### config.mk
export PLATFORM = sky130hd
export DESIGN_NAME = tile_reader
export DESIGN_NICKNAME = d
export VERILOG_FILES = /design/src/rtl/tile_reader.sv
export SDC_FILE = /design/constraint.sdc
export NUM_CORES = 1
export LEC_CHECK = 0
export CORE_MARGIN = 3
export CORE_UTILIZATION = 35
export CTS_BUF_LIST = sky130_fd_sc_hd__clkbuf_16
export CTS_CLUSTER_DIAMETER = 60
export CTS_CLUSTER_SIZE = 20
export DETAILED_ROUTE_END_ITERATION = 12
export DONT_BUFFER_PORTS = 1
export GPL_ROUTABILITY_DRIVEN = 0
export PLACE_DENSITY_LB_ADDON = 0.3
export SLEW_MARGIN = 0
export SYNTH_ARGS = -nofsm -noshare
export SYNTH_HDL_FRONTEND = slang
export SYNTH_SLANG_ARGS = --single-unit
export TNS_END_PERCENT = 20
### constraint.sdc
create_clock -name i_clk -period 2.83 [get_ports i_clk]
set_clock_uncertainty 0.15 [all_clocks]
set_input_delay 0.4245 -clock i_clk [delete_from_list [all_inputs] [get_ports i_clk]]
set_output_delay 0.4245 -clock i_clk [all_outputs]
set_load 0.02 [all_outputs]
### src/rtl/tile_reader.sv
`timescale 1ns/1ps
// tile_reader: converts an element range into scratchpad word reads and broadcasts each word to the lanes.
// Define TILE_READER_PERF_EN to add the saturating o_stall_cycles counter.
module tile_reader #(
    parameter int SPAD_DATA_WIDTH = 64,
    parameter int DATA_WIDTH      = 8,
    parameter int ADDR_WIDTH      = 8,
    parameter int SPAD_N          = SPAD_DATA_WIDTH / DATA_WIDTH
) (
    input  logic                       i_clk,
    input  logic                       i_nrst,
    input  logic                       i_reg_clear,
    input  logic                       i_start,
    input  logic [ADDR_WIDTH-1:0]      i_start_addr,
    input  logic [ADDR_WIDTH-1:0]      i_end_addr,
    input  logic                       i_stall,
    output logic                       o_spad_rd_en,
    output logic [ADDR_WIDTH-1:0]      o_spad_addr,
    input  logic [SPAD_DATA_WIDTH-1:0] i_spad_data,
    output logic [SPAD_DATA_WIDTH-1:0] o_data,
    output logic                       o_data_valid,
    output logic [ADDR_WIDTH-1:0]      o_addr,
    output logic                       o_busy,
    output logic                       o_done
`ifdef TILE_READER_PERF_EN
    ,
    output logic [15:0]                o_stall_cycles
`endif
);
    localparam int SHIFT = $clog2(SPAD_N);

    typedef enum logic [1:0] {S_IDLE, S_READ, S_DRAIN, S_DONE} state_t;

    state_t                     r_state, w_next;
    logic [ADDR_WIDTH-1:0]      r_rd_addr, r_last;
    logic                       r_inflight;
    logic [ADDR_WIDTH-1:0]      r_inflight_addr;
    logic                       r_valid, r_sk_valid;
    logic [SPAD_DATA_WIDTH-1:0] r_data, r_sk_data;
    logic [ADDR_WIDTH-1:0]      r_addr, r_sk_addr;
    logic                       w_consume, w_head_free, w_rd_en, w_start_acc;
    logic [1:0]                 w_pending;

    assign w_consume   = r_valid & ~i_stall;
    assign w_head_free = ~r_valid | ~i_stall;
    assign w_start_acc = (r_state == S_IDLE) & i_start;
    // Words held or owed to the buffer after this cycle's transfer.
    assign w_pending   = 2'(r_valid) + 2'(r_sk_valid) + 2'(r_inflight) - 2'(w_consume);

    always_comb begin
        w_next  = r_state;
        w_rd_en = 1'b0;
        case (r_state)
            // An empty range passes through DRAIN, which exits at once, so o_done lands two cycles after start.
            S_IDLE:  if (i_start) w_next = (i_start_addr >= i_end_addr) ? S_DRAIN : S_READ;
            S_READ: begin
                if (w_pending < 2'd2) begin
                    w_rd_en = 1'b1;
                    if (r_rd_addr == r_last) w_next = S_DRAIN;
                end
            end
            S_DRAIN: if (w_pending == 2'd0) w_next = S_DONE;
            S_DONE:  w_next = S_IDLE;
            default: w_next = S_IDLE;
        endcase
    end

    always_ff @(posedge i_clk or negedge i_nrst) begin
        if (!i_nrst) begin
            r_state         <= S_IDLE;
            r_rd_addr       <= '0;
            r_last          <= '0;
            r_inflight      <= 1'b0;
            r_inflight_addr <= '0;
        end else if (i_reg_clear) begin
            r_state    <= S_IDLE;
            r_inflight <= 1'b0;
        end else begin
            r_state         <= w_next;
            r_inflight      <= w_rd_en;
            r_inflight_addr <= r_rd_addr;
            if (w_start_acc) begin
                r_rd_addr <= i_start_addr >> SHIFT;
                r_last    <= (i_end_addr - ADDR_WIDTH'(1)) >> SHIFT;
            end else if (w_rd_en && (r_rd_addr != r_last)) begin
                r_rd_addr <= r_rd_addr + ADDR_WIDTH'(1);
            end
        end
    end

    // Head entry drives the lanes directly; the skid entry catches a return that arrives while the head is stalled.
    always_ff @(posedge i_clk or negedge i_nrst) begin
        if (!i_nrst) begin
            r_valid    <= 1'b0;
            r_data     <= '0;
            r_addr     <= '0;
            r_sk_valid <= 1'b0;
            r_sk_data  <= '0;
            r_sk_addr  <= '0;
        end else if (i_reg_clear) begin
            r_valid    <= 1'b0;
            r_sk_valid <= 1'b0;
        end else if (w_head_free) begin
            if (r_sk_valid) begin
                r_valid    <= 1'b1;
                r_data     <= r_sk_data;
                r_addr     <= r_sk_addr;
                r_sk_valid <= r_inflight;
                if (r_inflight) begin
                    r_sk_data <= i_spad_data;
                    r_sk_addr <= r_inflight_addr;
                end
            end else begin
                r_valid <= r_inflight;
                if (r_inflight) begin
                    r_data <= i_spad_data;
                    r_addr <= r_inflight_addr;
                end
            end
        end else if (r_inflight) begin
            r_sk_valid <= 1'b1;
            r_sk_data  <= i_spad_data;
            r_sk_addr  <= r_inflight_addr;
        end
    end

`ifdef TILE_READER_PERF_EN
    logic [15:0] r_stall_cnt;

    function automatic logic [15:0] sat_inc(input logic [15:0] v);
        return (v == 16'hFFFF) ? v : v + 16'd1;
    endfunction

    always_ff @(posedge i_clk or negedge i_nrst) begin
        if (!i_nrst)                        r_stall_cnt <= '0;
        else if (i_reg_clear || w_start_acc) r_stall_cnt <= '0;
        else if (r_valid && i_stall)        r_stall_cnt <= sat_inc(r_stall_cnt);
    end

    assign o_stall_cycles = r_stall_cnt;
`endif

    assign o_spad_rd_en = w_rd_en;
    assign o_spad_addr  = r_rd_addr;
    assign o_data       = r_data;
    assign o_addr       = r_addr;
    assign o_data_valid = r_valid;
    assign o_busy       = (r_state != S_IDLE);
    assign o_done       = (r_state == S_DONE);

endmodule

After elaboration in Yosys (flattened, before gate mapping):

Cells that the tools add are included.

* bits in registers: 170
* input port bits: 85
* output and inout bits: 84
* word-level logic and storage cells: 76

* $add $sub $neg: 5
* $lt $le $gt $ge: 2
* equality and inequality tests: 10
* mux-type cells: 29
* bitwise logic cells: 6
* reductions and logical operators: 13

Operators with widths (number)
* $mux W64: 5
* $mux W8: 7
* $mux W2: 6
* $ne A3 B3 Y1 const B: 4
* $mux W1: 10
* $add A8 B1 Y8 const B: 1
* $eq A8 B5 Y1: 1
* $ge A8 B8 Y1: 1
* $ne A8 B5 Y1: 1
* $pmux W2 S4: 1
* $reduce_bool A2 Y1: 4
* $sub A8 B1 Y8 const B: 1
* $reduce_and A2 Y1: 3
* $eq A2 B2 Y1 const B: 2
* $logic_not A2 Y1: 2
* $reduce_and A4 Y1: 1
* $not A1 Y1: 3
* $reduce_and A3 Y1: 1
* $reduce_bool A3 Y1: 1
* $add A1 B1 Y2: 1
* $add A2 B1 Y2: 1
* $and A1 B1 Y1: 2
* $eq A2 B1 Y1 const B: 1
* $lt A2 B2 Y1 const B: 1
* other kinds (4): 4

Logic depth before layout (Yosys ltp):

Gate-level depths: netlist of the first run.

* depth after elaboration: 9
* gate-level depth with buffers: 9

Worst setup path before layout of the first run:

OpenSTA, ideal clock, no wires.

* path kind: register to register
* start: register r_valid (netlist: o_data_valid)
* end: register r_rd_addr[1] (netlist: o_spad_addr[1])
* data arrival time: 2398 ps
* data required time: 2555 ps
* path slack: 157 ps
* cell stages (with the launch flop): 10
* path buffers: 0
* clock period less this slack: 2673 ps
* path through: dfrtp_1 inv_1 nor2_1 ha_1 fa_1 xnor2_1 nor3b_4 o21a_1 nor2_1 mux2_2

* word-level cells in the longest chain between the ends: 9
* elaborated cells on any way between the ends: 10
* those cells by class: 3 x add/sub; 1 x order compare; 2 x mux; 1 x bitwise; 3 x reduce/logical

Ends and longest elaborated chain
* from (decl): line 38 `logic r_valid, r_sk_valid;`
* from (signal assigned): line 114 `r_valid <= r_inflight;`
* $add A1 B1 Y2: line 48 `assign w_pending = 2'(r_valid) + 2'(r_sk_valid) + 2'(r_inflight) - 2'(w_consume);`
* $add A2 B1 Y2: line 48
* $sub A2 B1 Y2 (*): line 48
* $lt A2 B2 Y1 (*): line 57 `if (w_pending < 2'd2) begin`
* $mux W1 (*): line 57
* $mux W1 (*): line 53 `case (r_state)`
* $logic_and A1 B1 Y1 (*): line 85 `end else if (w_rd_en && (r_rd_addr != r_last)) begin`
* $reduce_bool A2 Y1 (no line) (*)
* $reduce_and A2 Y1 (no line) (*)
* to (signal assigned): line 83 `r_rd_addr <= i_start_addr >> SHIFT;`
* to (signal assigned): line 86 `r_rd_addr <= r_rd_addr + ADDR_WIDTH'(1);`
* to (decl): line 35 `logic [ADDR_WIDTH-1:0] r_rd_addr, r_last;`

Every way passes the cells marked *; elsewhere a longest branch is shown, timed or not.
A chain may end at the register's enable or synchronous reset.

Worst setup path in the final report of the first run:

* start: register r_valid (netlist: o_data_valid)
* end: output port o_spad_rd_en

* word-level cells in the longest chain between the ends: 6
* elaborated cells on any way between the ends: 7
* those cells by class: 3 x add/sub; 1 x order compare; 2 x mux; 1 x bitwise

Ends and longest elaborated chain
* $add A1 B1 Y2: line 48
* $add A2 B1 Y2: line 48
* $sub A2 B1 Y2 (*): line 48
* $lt A2 B2 Y1 (*): line 57
* $mux W1 (*): line 57
* $mux W1 (*): line 53
* to (decl): line 17 `output logic o_spad_rd_en,`

Marks and branches as above.

==> impl_metrics.py, run 1 <==
metrics = {
    "routing": {
        "vias_per_cell": 5.08,
        "first_pass_iters": 5,
        "routed_wl_um": 17700,
        "final_antenna_net_count": 0,
        "vias": 5050,
        "routedWlPerCell_um": 17.8,
        "drc": 0,
        "drtIter0Drc": 283,
    },
    "grt": {
        "grt_pass1_vias": 5444,
        "antenna_found_initial": 0,
        "grt_pass1_wl_um": 28900,
        "track_usage": 0.151,
        "grt_max_degree": 171,
        "overflow": 0,
    },
    "setup_path": {
        "critPathMaxFanout": 4,
        "cp-startpoint": "o_data_valid$_DFFE_PN0P_",
        "end_kind": "primary output",
        "required_ps": 2260,
        "reg2reg_to": "r_state[0]$_DFFE_PN0P_",
        "cp-endpoint": "o_spad_rd_en",
        "startpoint_type": "register",
        "reg2reg_depth": 9,
        "r2r_start": "o_data_valid$_DFFE_PN0P_",
        "crit_arrival_ps": 2140,
        "crit_type": "reg -> out",
        "rrSetupSlack_ps": 180,
    },
    "synth": {
        "syn-num-nets": 744,
        "yosysSeqAreaShare": 0.559,
        "synth-edff-count": 0,
        "ys_ff_latch": 170,
        "synthArstFlopShare": 1.00,
        "synthCells": 643,
        "yosys-top-cells-area": "dfrtp_1, mux2_2, mux2i_1",
        "syn_area_per_cell_sq_um": 11.8,
        "synth_top_area_cell": "dfrtp_1",
        "syn_area_sq_mm": 0.00761,
        "yosysTopAreaCellShare": 0.559,
        "yosysUniqueCellTypes": 41,
        "yosysWarnings": 0,
        "synth_ff_type": "dfrtp_1",
    },
    "timing": {
        "setup_viol": 0,
        "finalWorstPathRequiredPeriod_ps": 2710,
        "post-route-period-util": 0.958,
        "fmax_mhz": 369,
        "finalHoldViolCount": 170,
        "drv_slew": 0,
        "slew_headroom": 0.481,
        "worst_slew_pin_slew_ps": 779,
        "rsz0062_at_grt": "no",
        "finalSetupTns_ps": 0,
        "hold_ws_ps": -452,
    },
    "status": {
        "status": "finished, violations left",
        "violations": "negative hold slack",
    },
    "layout": {
        "fin_area_sq_mm": 0.00920,
        "layout-drive-gt1-share": 0.185,
        "layout_commonest_cell": "dfrtp_1",
        "nNetsFinal": 807,
        "syn2layout_area_growth_pct": 20.9,
        "layout_common_cells": "dfrtp_1, nor2_1, a21oi_1, mux2_2, mux2i_1",
        "num-fill-cells": 1943,
        "antenna_cells": 0,
    },
    "cts": {
        "clock_sinks": 170,
        "tritoncts": "done",
        "cts.htree.levels": 4,
        "worstSkewPairLatency_ps": 420,
        "cts_inserted_buffers": 17,
        "path_clk_slew_ps": 70,
        "root_buffer": "clkbuf_16",
        "cts.path.max_buffers": 2,
    },
    "pwr": {
        "irDropWorstVdd_v": 0.000360,
        "power_density_mw_per_mm2": 931,
        "cellLeakagePower_nw": 4.01,
    },
    "job": {
        "maxCapViolations": 0,
    },
    "die": {
        "die_w_um": 153,
        "ioPinCount": 169,
        "initial_core_util": 0.359,
        "num_rows": 53,
        "die_y_um": 153,
        "core-area_sq_mm": 0.0212,
        "die_area_sq_mm": 0.0235,
    },
    "placement": {
        "placed_cell_area_sq_mm": 0.00793,
        "dpl.hpwl_um": 11200,
        "io_buffer_count": 0,
    },
    "worst_hold_path": {
        "hp-class": "in -> async",
    },
}
[worst max-delay path, stage by stage (launching register included)]
cell	delay, ps
dfrtp_1	380
inv_1	100
nor2_1	60
ha_1	290
fa_2	360
xnor2_2	180
nor2b_1	190
buf_4	170
[state kept, by name (all words and copies together) (netlist names), 2 cells and up]
signal	cells
o_data	64
r_sk_data	64
o_addr	8
o_spad_addr	8
r_inflight_addr	8
r_sk_addr	8
r_last	5
r_state	2
[repair_timing]
action                                 in CTS  in global routing
resized for setup                           1                  2
pin swaps                                   0                  1
setup endpoints to repair                   1                  1
hold buffers                               65                  1
cloned                                      0                  0
endpoints found under the hold margin     242                171
buffers inserted                            0                  1
[cells in the mapped netlist, types with 8 or more instances]
library cell and instances:
dfrtp_1 170, nor2_1 92, a21oi_1 81, mux2_2 80, mux2i_1 72, buf_2 22
inv_1 18, nand2_1 16, ha_1 15, xnor2_1 9, o21ai_0 8
[per-stage QoR]
stage	std cells	utilization	power [mW]	setup WS [ps]
after floorplan	643	-	5.64	157
after global placement	895	0.374	6.08	220
after detailed placement	895	0.374	6.21	180
after CTS	992	0.433	8.66	14.6
after global routing	994	0.434	9.08	26.0
final	994	0.434	8.57	120
[metal layers]
metal  up-vias  GRT usage  part of all wire
met2       165      0.260              0.50
li1       2372          -                 -
met1      2491      0.182              0.41
met3        22     0.0541             0.082
met5         -          0                 0
met4         0     0.0391             0.011
[worst min path at each step]
| stage | startpoint | to | slack, ps |
|---|---|---|---|
| floorplan | i_nrst | o_addr[0]$_DFFE_PN0P_ | -20 |
| global placement | i_nrst | o_data[10]$_DFFE_PN0P_ | -20 |
| detailed placement | i_nrst | o_data[12]$_DFFE_PN0P_ | -20 |
| CTS | i_nrst | o_data[12]$_DFFE_PN0P_ | -480 |
| global route | i_nrst | o_data[10]$_DFFE_PN0P_ | -490 |
| finish | i_nrst | o_data[12]$_DFFE_PN0P_ | -450 |
[layout make-up]
class,count,area (sq um),share of cell area
Tap cell,275,344,0.0374
Clock buffer,17,425,0.0462
Inverter,18,67.6,0.00734
Timing Repair Buffer,80,816,0.0887
Clock inverter,15,166,0.0181
Sequential cell,170,4260,0.463
Multi-Input combinational cell,419,3120,0.340
[report_power, final]
group          total [mW]  internal (mW)  switching (mW)
Sequential           4.59           3.23            1.35
Clock                2.34           1.32            1.01
Combinational        1.64          0.820           0.824
Total                8.57           5.38            3.19
[cells by family after synthesis]
| family | synth area share |
|---|---|
| fa+ha+maj | 0.0273 |
| xor+xnor | 0.0138 |
| buf+inv | 0.0337 |
| simple gates | 0.0751 |
| mux | 0.213 |
| flops | 0.559 |
| compound gates | 0.0779 |
(Power assumes the default switching activity.)
==> run 2, diff against run 1 <==
Settings changed: CORE_MARGIN 3 to 2, RECOVER_POWER set to 25.
==> run 2 against run 1 <==
Effect of this change: clock-buffer cell count stayed put; worst hold slack worse by 11 ps; register-to-register slack gained 30 ps; power is 2.3% lower; the run still ends with negative hold slack left; critical path depth is the same; first-iteration DRC count shrank 40%; non-clock buffer count rose by 2; flip-flop and latch count is the same; combinational power hardly changed; maximum frequency about the same; final area decreased by 0.48%; worst setup slack worse by 0.95 ps.
==> impl_metrics.py, run 2 (synthesized netlist as in run 1, its figures left out) <==
metrics = {
    "routing": {
        "vias": 5125,
        "drtIter0Drc": 169,
        "drc": 0,
        "vias_per_cell": 5.15,
        "routed_wl_um": 17400,
        "final_antenna_net_count": 0,
        "routedWlPerCell_um": 17.5,
        "first_pass_iters": 4,
    },
    "grt": {
        "overflow": 0,
        "antenna_found_initial": 0,
        "track_usage": 0.155,
        "grt_max_degree": 171,
        "grt_pass1_vias": 5424,
        "grt_pass1_wl_um": 27700,
    },
    "die": {
        "core-area_sq_mm": 0.0212,
        "initial_core_util": 0.360,
        "die_w_um": 151,
        "num_rows": 53,
        "ioPinCount": 169,
        "die_y_um": 151,
        "die_area_sq_mm": 0.0229,
    },
    "timing": {
        "finalSetupTns_ps": 0,
        "layout_setup_ws_ps": 119,
        "slew_headroom": 0.495,
        "fmax_mhz": 369,
        "worst_slew_pin_slew_ps": 758,
        "finalWorstPathRequiredPeriod_ps": 2710,
        "drv_slew": 0,
        "rsz0062_at_grt": "no",
        "setup_viol": 0,
        "hold_ws_ps": -463,
        "finalHoldViolCount": 170,
        "post-route-period-util": 0.958,
    },
    "cts": {
        "clock_sinks": 170,
        "postCtsSetupBuffers": 0,
        "cts_inserted_buffers": 17,
        "root_buffer": "clkbuf_16",
        "worstSkewPairLatency_ps": 420,
        "cts.htree.levels": 4,
        "cts.path.max_buffers": 2,
        "cts_hold_buf": 66,
        "tritoncts": "done",
        "path_clk_slew_ps": 70,
    },
    "layout": {
        "layout_common_cells": "dfrtp_1, nor2_1, a21oi_1, mux2_2, mux2i_1",
        "syn2layout_area_growth_pct": 20.3,
        "nNetsFinal": 809,
        "layout-drive-gt1-share": 0.188,
        "num-fill-cells": 1966,
        "layout_commonest_cell": "dfrtp_1",
        "utilization": 0.433,
        "antenna_cells": 0,
    },
    "setup_path": {
        "critPathMaxFanout": 4,
        "startpoint_type": "register",
        "slowest_delay_ps": 390,
        "crit_arrival_ps": 2140,
        "crit_family": "adder cells",
        "cp_num_buf_inv": 2,
        "critPathSlowestCell": "fa_2",
        "worstPathCellList": "inv_1 > nor2_1 > ha_1 > fa_2 > xnor2_4 > nor2b_1 > buf_4",
        "crit_type": "reg -> out",
        "required_ps": 2260,
        "end_kind": "primary output",
    },
    "pwr": {
        "cellLeakagePower_nw": 3.97,
        "irDropWorstVdd_v": 0.000365,
        "p_comb_frac": 0.200,
        "swShare": 0.379,
        "power_density_mw_per_mm2": 914,
        "switchingPower_mw": 3.17,
        "p_clk_frac": 0.256,
        "p_int_mw": 5.20,
        "sequentialPowerShare": 0.544,
    },
    "status": {
        "status": "finished, violations left",
        "violations": "negative hold slack",
    },
    "placement": {
        "io_buffer_count": 0,
        "dpl.hpwl_um": 11100,
        "dp_slack_ps": 124,
    },
    "job": {
        "maxCapViolations": 0,
    },
    "worst_hold_path": {
        "hp-class": "in -> async",
    },
}
## run 2: power groups by stage
stage | logic, mW | clock network [mW] | registers [mW]
floorplan | 1.25 | 0 | 4.39
global placement | 1.50 | 0 | 4.58
detailed placement | 1.59 | 0 | 4.62
CTS | 1.68 | 2.23 | 4.57
global route | 1.92 | 2.32 | 4.66
finish | 1.67 | 2.15 | 4.55
## run 2: cell type report
class	instances	area (sq um)	share of cell area
multi-input cells	419	3140	0.342
clock inverters	14	121	0.0133
flip-flops and latches	170	4260	0.465
well taps	275	344	0.0376
inverters	18	67.6	0.00738
clock buffers	17	425	0.0465
repair buffers	82	806	0.0880
## run 2: stage by stage
| step | instances | hold WS [ps] | instance area, sq um | power (mW) |
|---|---|---|---|---|
| global placement | 898 | -17.4 | 7930 | 6.08 |
| detailed placement | 898 | -18.4 | 7930 | 6.20 |
| CTS | 995 | -483 | 9140 | 8.48 |
| floorplan | 643 | -21.1 | 7610 | 5.64 |
| global route | 995 | -486 | 9160 | 8.90 |
| finish | 995 | -463 | 9160 | 8.37 |
## run 2: repair_timing
action	in CTS	in global routing
hold endpoints to repair	245	170
endpoints found under the setup margin	1	1
pin swaps	0	1
gates resized for setup	1	2
## run 2: path summary, 6_finish.rpt
kind                                          start  slack, ps  cells after the start                             end
min in group i_clk                      i_reg_clear         20                      2           r_last[3]$_DFFE_PN0P_
max in group asynchronous                    i_nrst       2690                      0  r_inflight_addr[2]$_DFFE_PN0N_
hold reg to reg            r_sk_addr[3]$_DFFE_PN0P_        360                      1        r_sk_addr[3]$_DFFE_PN0P_
setup reg to reg           o_data_valid$_DFFE_PN0P_        210                      9          r_state[0]$_DFFE_PN0P_
setup / recovery           o_data_valid$_DFFE_PN0P_        120                      7                    o_spad_rd_en
hold / removal                               i_nrst       -460                      0          o_data[36]$_DFFE_PN0P_
## run 2: worst reg2reg max path: stages, from the launching register on
cell and delay, ps:
dfrtp_1 380, inv_1 110, nor2_1 70, ha_1 290, fa_2 390, xnor2_4 160
nand2b_1 160, a222oi_1 440, o2111a_1 270, nor3_1 50
## run 2: routing by layer
layer / vias up / track usage / wire length [um]
li1: 2376 / - / -
met1: 2562 / 0.186 / 7090
met2: 152 / 0.260 / 8720
met3: 35 / 0.0413 / 1100
met4: 0 / 0.0724 / 483
met5: - / 0 / 0
==> run 3, diff against run 2 <==
Settings changed: PLACE_DENSITY set to 0.47, PLACE_DENSITY_LB_ADDON 0.3 to not set.
==> run 3 against run 2 <==
Effect of this change: the run still ends with negative hold slack left; final area fell by 0.42%; maximum frequency down 0.98%; critical path depth is 1 lower; non-clock buffer count fell by 6; cell count down 0.50%; wire length up 2.0%; clock power is 5% higher; first-iteration DRC count increased by 46%; clock-buffer cell count unchanged; worst hold slack better by 5.3 ps; critical path type unchanged; die area unchanged.
==> impl_metrics.py, run 3 (synthesized netlist as in run 1, its figures left out) <==
metrics = {
    "die": {
        "die_y_um": 151,
        "core-area_sq_mm": 0.0212,
        "initial_core_util": 0.360,
        "ioPinCount": 169,
        "die_w_um": 151,
        "num_rows": 53,
        "die_area_sq_mm": 0.0229,
    },
    "cts": {
        "path_clk_slew_ps": 70,
        "cts_hold_buf": 65,
        "cts.htree.levels": 4,
        "root_buffer": "clkbuf_16",
        "worstSkewPairLatency_ps": 430,
        "cts.path.max_buffers": 2,
        "clock_sinks": 170,
        "tritoncts": "done",
        "cts_inserted_buffers": 17,
    },
    "worst_hold_path": {
        "hp-class": "in -> async",
    },
    "grt": {
        "grt_max_degree": 171,
        "track_usage": 0.157,
        "antenna_found_initial": 0,
        "grt_pass1_wl_um": 27700,
        "grt_pass1_vias": 5316,
        "overflow": 0,
    },
    "routing": {
        "drc": 0,
        "first_pass_iters": 5,
        "vias": 5013,
        "routedWlPerCell_um": 17.9,
        "final_antenna_net_count": 0,
        "vias_per_cell": 5.06,
        "drtIter0Drc": 246,
        "routed_wl_um": 17700,
    },
    "pwr": {
        "sequentialPowerShare": 0.545,
        "irDropWorstVdd_v": 0.000436,
        "power_density_mw_per_mm2": 925,
        "switchingPower_mw": 3.17,
        "p_clk_frac": 0.266,
        "swShare": 0.376,
        "p_comb_frac": 0.189,
        "p_int_mw": 5.26,
        "cellLeakagePower_nw": 3.96,
    },
    "setup_path": {
        "critPathMaxFanout": 4,
        "crit_arrival_ps": 2160,
        "crit_type": "reg -> out",
        "startpoint_type": "register",
        "worstPathCellList": "inv_1 > nor2_1 > ha_1 > fa_1 > xnor2_2 > nor2b_2",
        "required_ps": 2260,
        "end_kind": "primary output",
        "critPathSlowestCell": "fa_1",
        "slowest_delay_ps": 420,
    },
    "layout": {
        "fin_area_sq_mm": 0.00912,
        "utilization": 0.431,
        "layout-drive-gt1-share": 0.180,
        "layout_commonest_cell": "dfrtp_1",
        "antenna_cells": 0,
        "nNetsFinal": 803,
        "layout_common_cells": "dfrtp_1, nor2_1, a21oi_1, mux2_2, mux2i_1",
        "syn2layout_area_growth_pct": 19.8,
    },
    "placement": {
        "dpl.hpwl_um": 11000,
        "placed_cell_area_sq_mm": 0.00788,
        "io_buffer_count": 0,
    },
    "timing": {
        "rsz0062_at_grt": "yes",
        "setup_viol": 0,
        "slew_headroom": 0.393,
        "fmax_mhz": 365,
        "hold_ws_ps": -458,
        "post-route-period-util": 0.967,
        "drv_slew": 0,
        "finalHoldViolCount": 170,
        "finalWorstPathRequiredPeriod_ps": 2740,
        "worst_slew_pin_slew_ps": 910,
    },
    "status": {
        "status": "finished, violations left",
        "violations": "negative hold slack",
    },
    "job": {
        "maxCapViolations": 0,
    },
}
run 3: worst paths after layout:
path                                              to                      start  slack (ps)  cells past startpoint
max                                     o_spad_rd_en   o_data_valid$_DFFE_PN0P_          90                      6
min                        r_sk_data[20]$_DFFE_PN0P_                     i_nrst        -460                      0
max reg2reg                   r_state[0]$_DFFE_PN0P_   o_data_valid$_DFFE_PN0P_         150                     10
min reg2reg                r_sk_data[57]$_DFFE_PN0P_  r_sk_data[57]$_DFFE_PN0P_         350                      1
max in group asynchronous  r_sk_data[25]$_DFFE_PN0P_                     i_nrst        2590                      0
min in group i_clk             r_last[0]$_DFFE_PN0P_              i_end_addr[3]          20                      2
run 3: critical path, delay by kind of cell (launching register included):
family	cells	cell delay, ps
simple gates	2	340
flops	1	380
buf+inv	1	100
xor+xnor	1	220
fa+ha+maj	2	700
run 3: layout make-up:
cell class	count	area, sq um
fill	1964	12000
sequential	170	4260
multi-input combinational	419	3120
timing repair buffer	76	758
clock buffer	17	425
tap	275	344
clock inverter	15	141
inverter	18	67.6
run 3: layer usage:
layer  part of all wire  vias to the layer above  track usage
li1                   -                     2360            -
met1               0.41                     2502        0.186
met2               0.50                      133        0.266
met3              0.074                       18       0.0536
met4              0.012                        0       0.0556
met5                  0                        -            0
run 3: stage by stage:
| step | setup TNS [ps] | hold slack, ps | total power [mW] | setup slack, ps | instances |
|---|---|---|---|---|---|
| finish | 0 | -458 | 8.44 | 92.2 | 990 |
| CTS | 0 | -481 | 8.57 | 63.5 | 989 |
| floorplan | 0 | -21.1 | 5.64 | 157 | 643 |
| global route | -40.2 | -486 | 9.00 | -40.2 | 990 |
| global placement | 0 | -15.7 | 6.08 | 220 | 892 |
| detailed placement | 0 | -14.8 | 6.18 | 164 | 892 |
run 3: repair_timing:
action / CTS / global route
pin swaps: 0 / 1
gates resized for setup: 2 / 0
hold endpoints to repair: 247 / 170
endpoints found under the setup margin: 1 / 2
buffers inserted: 0 / 1
run 3: power groups by stage:
stage	clock network [mW]	registers [mW]	logic, mW
floorplan	0	4.39	1.25
CTS	2.34	4.63	1.60
global placement	0	4.64	1.44
global route	2.45	4.72	1.82
finish	2.25	4.59	1.59
detailed placement	0	4.67	1.51
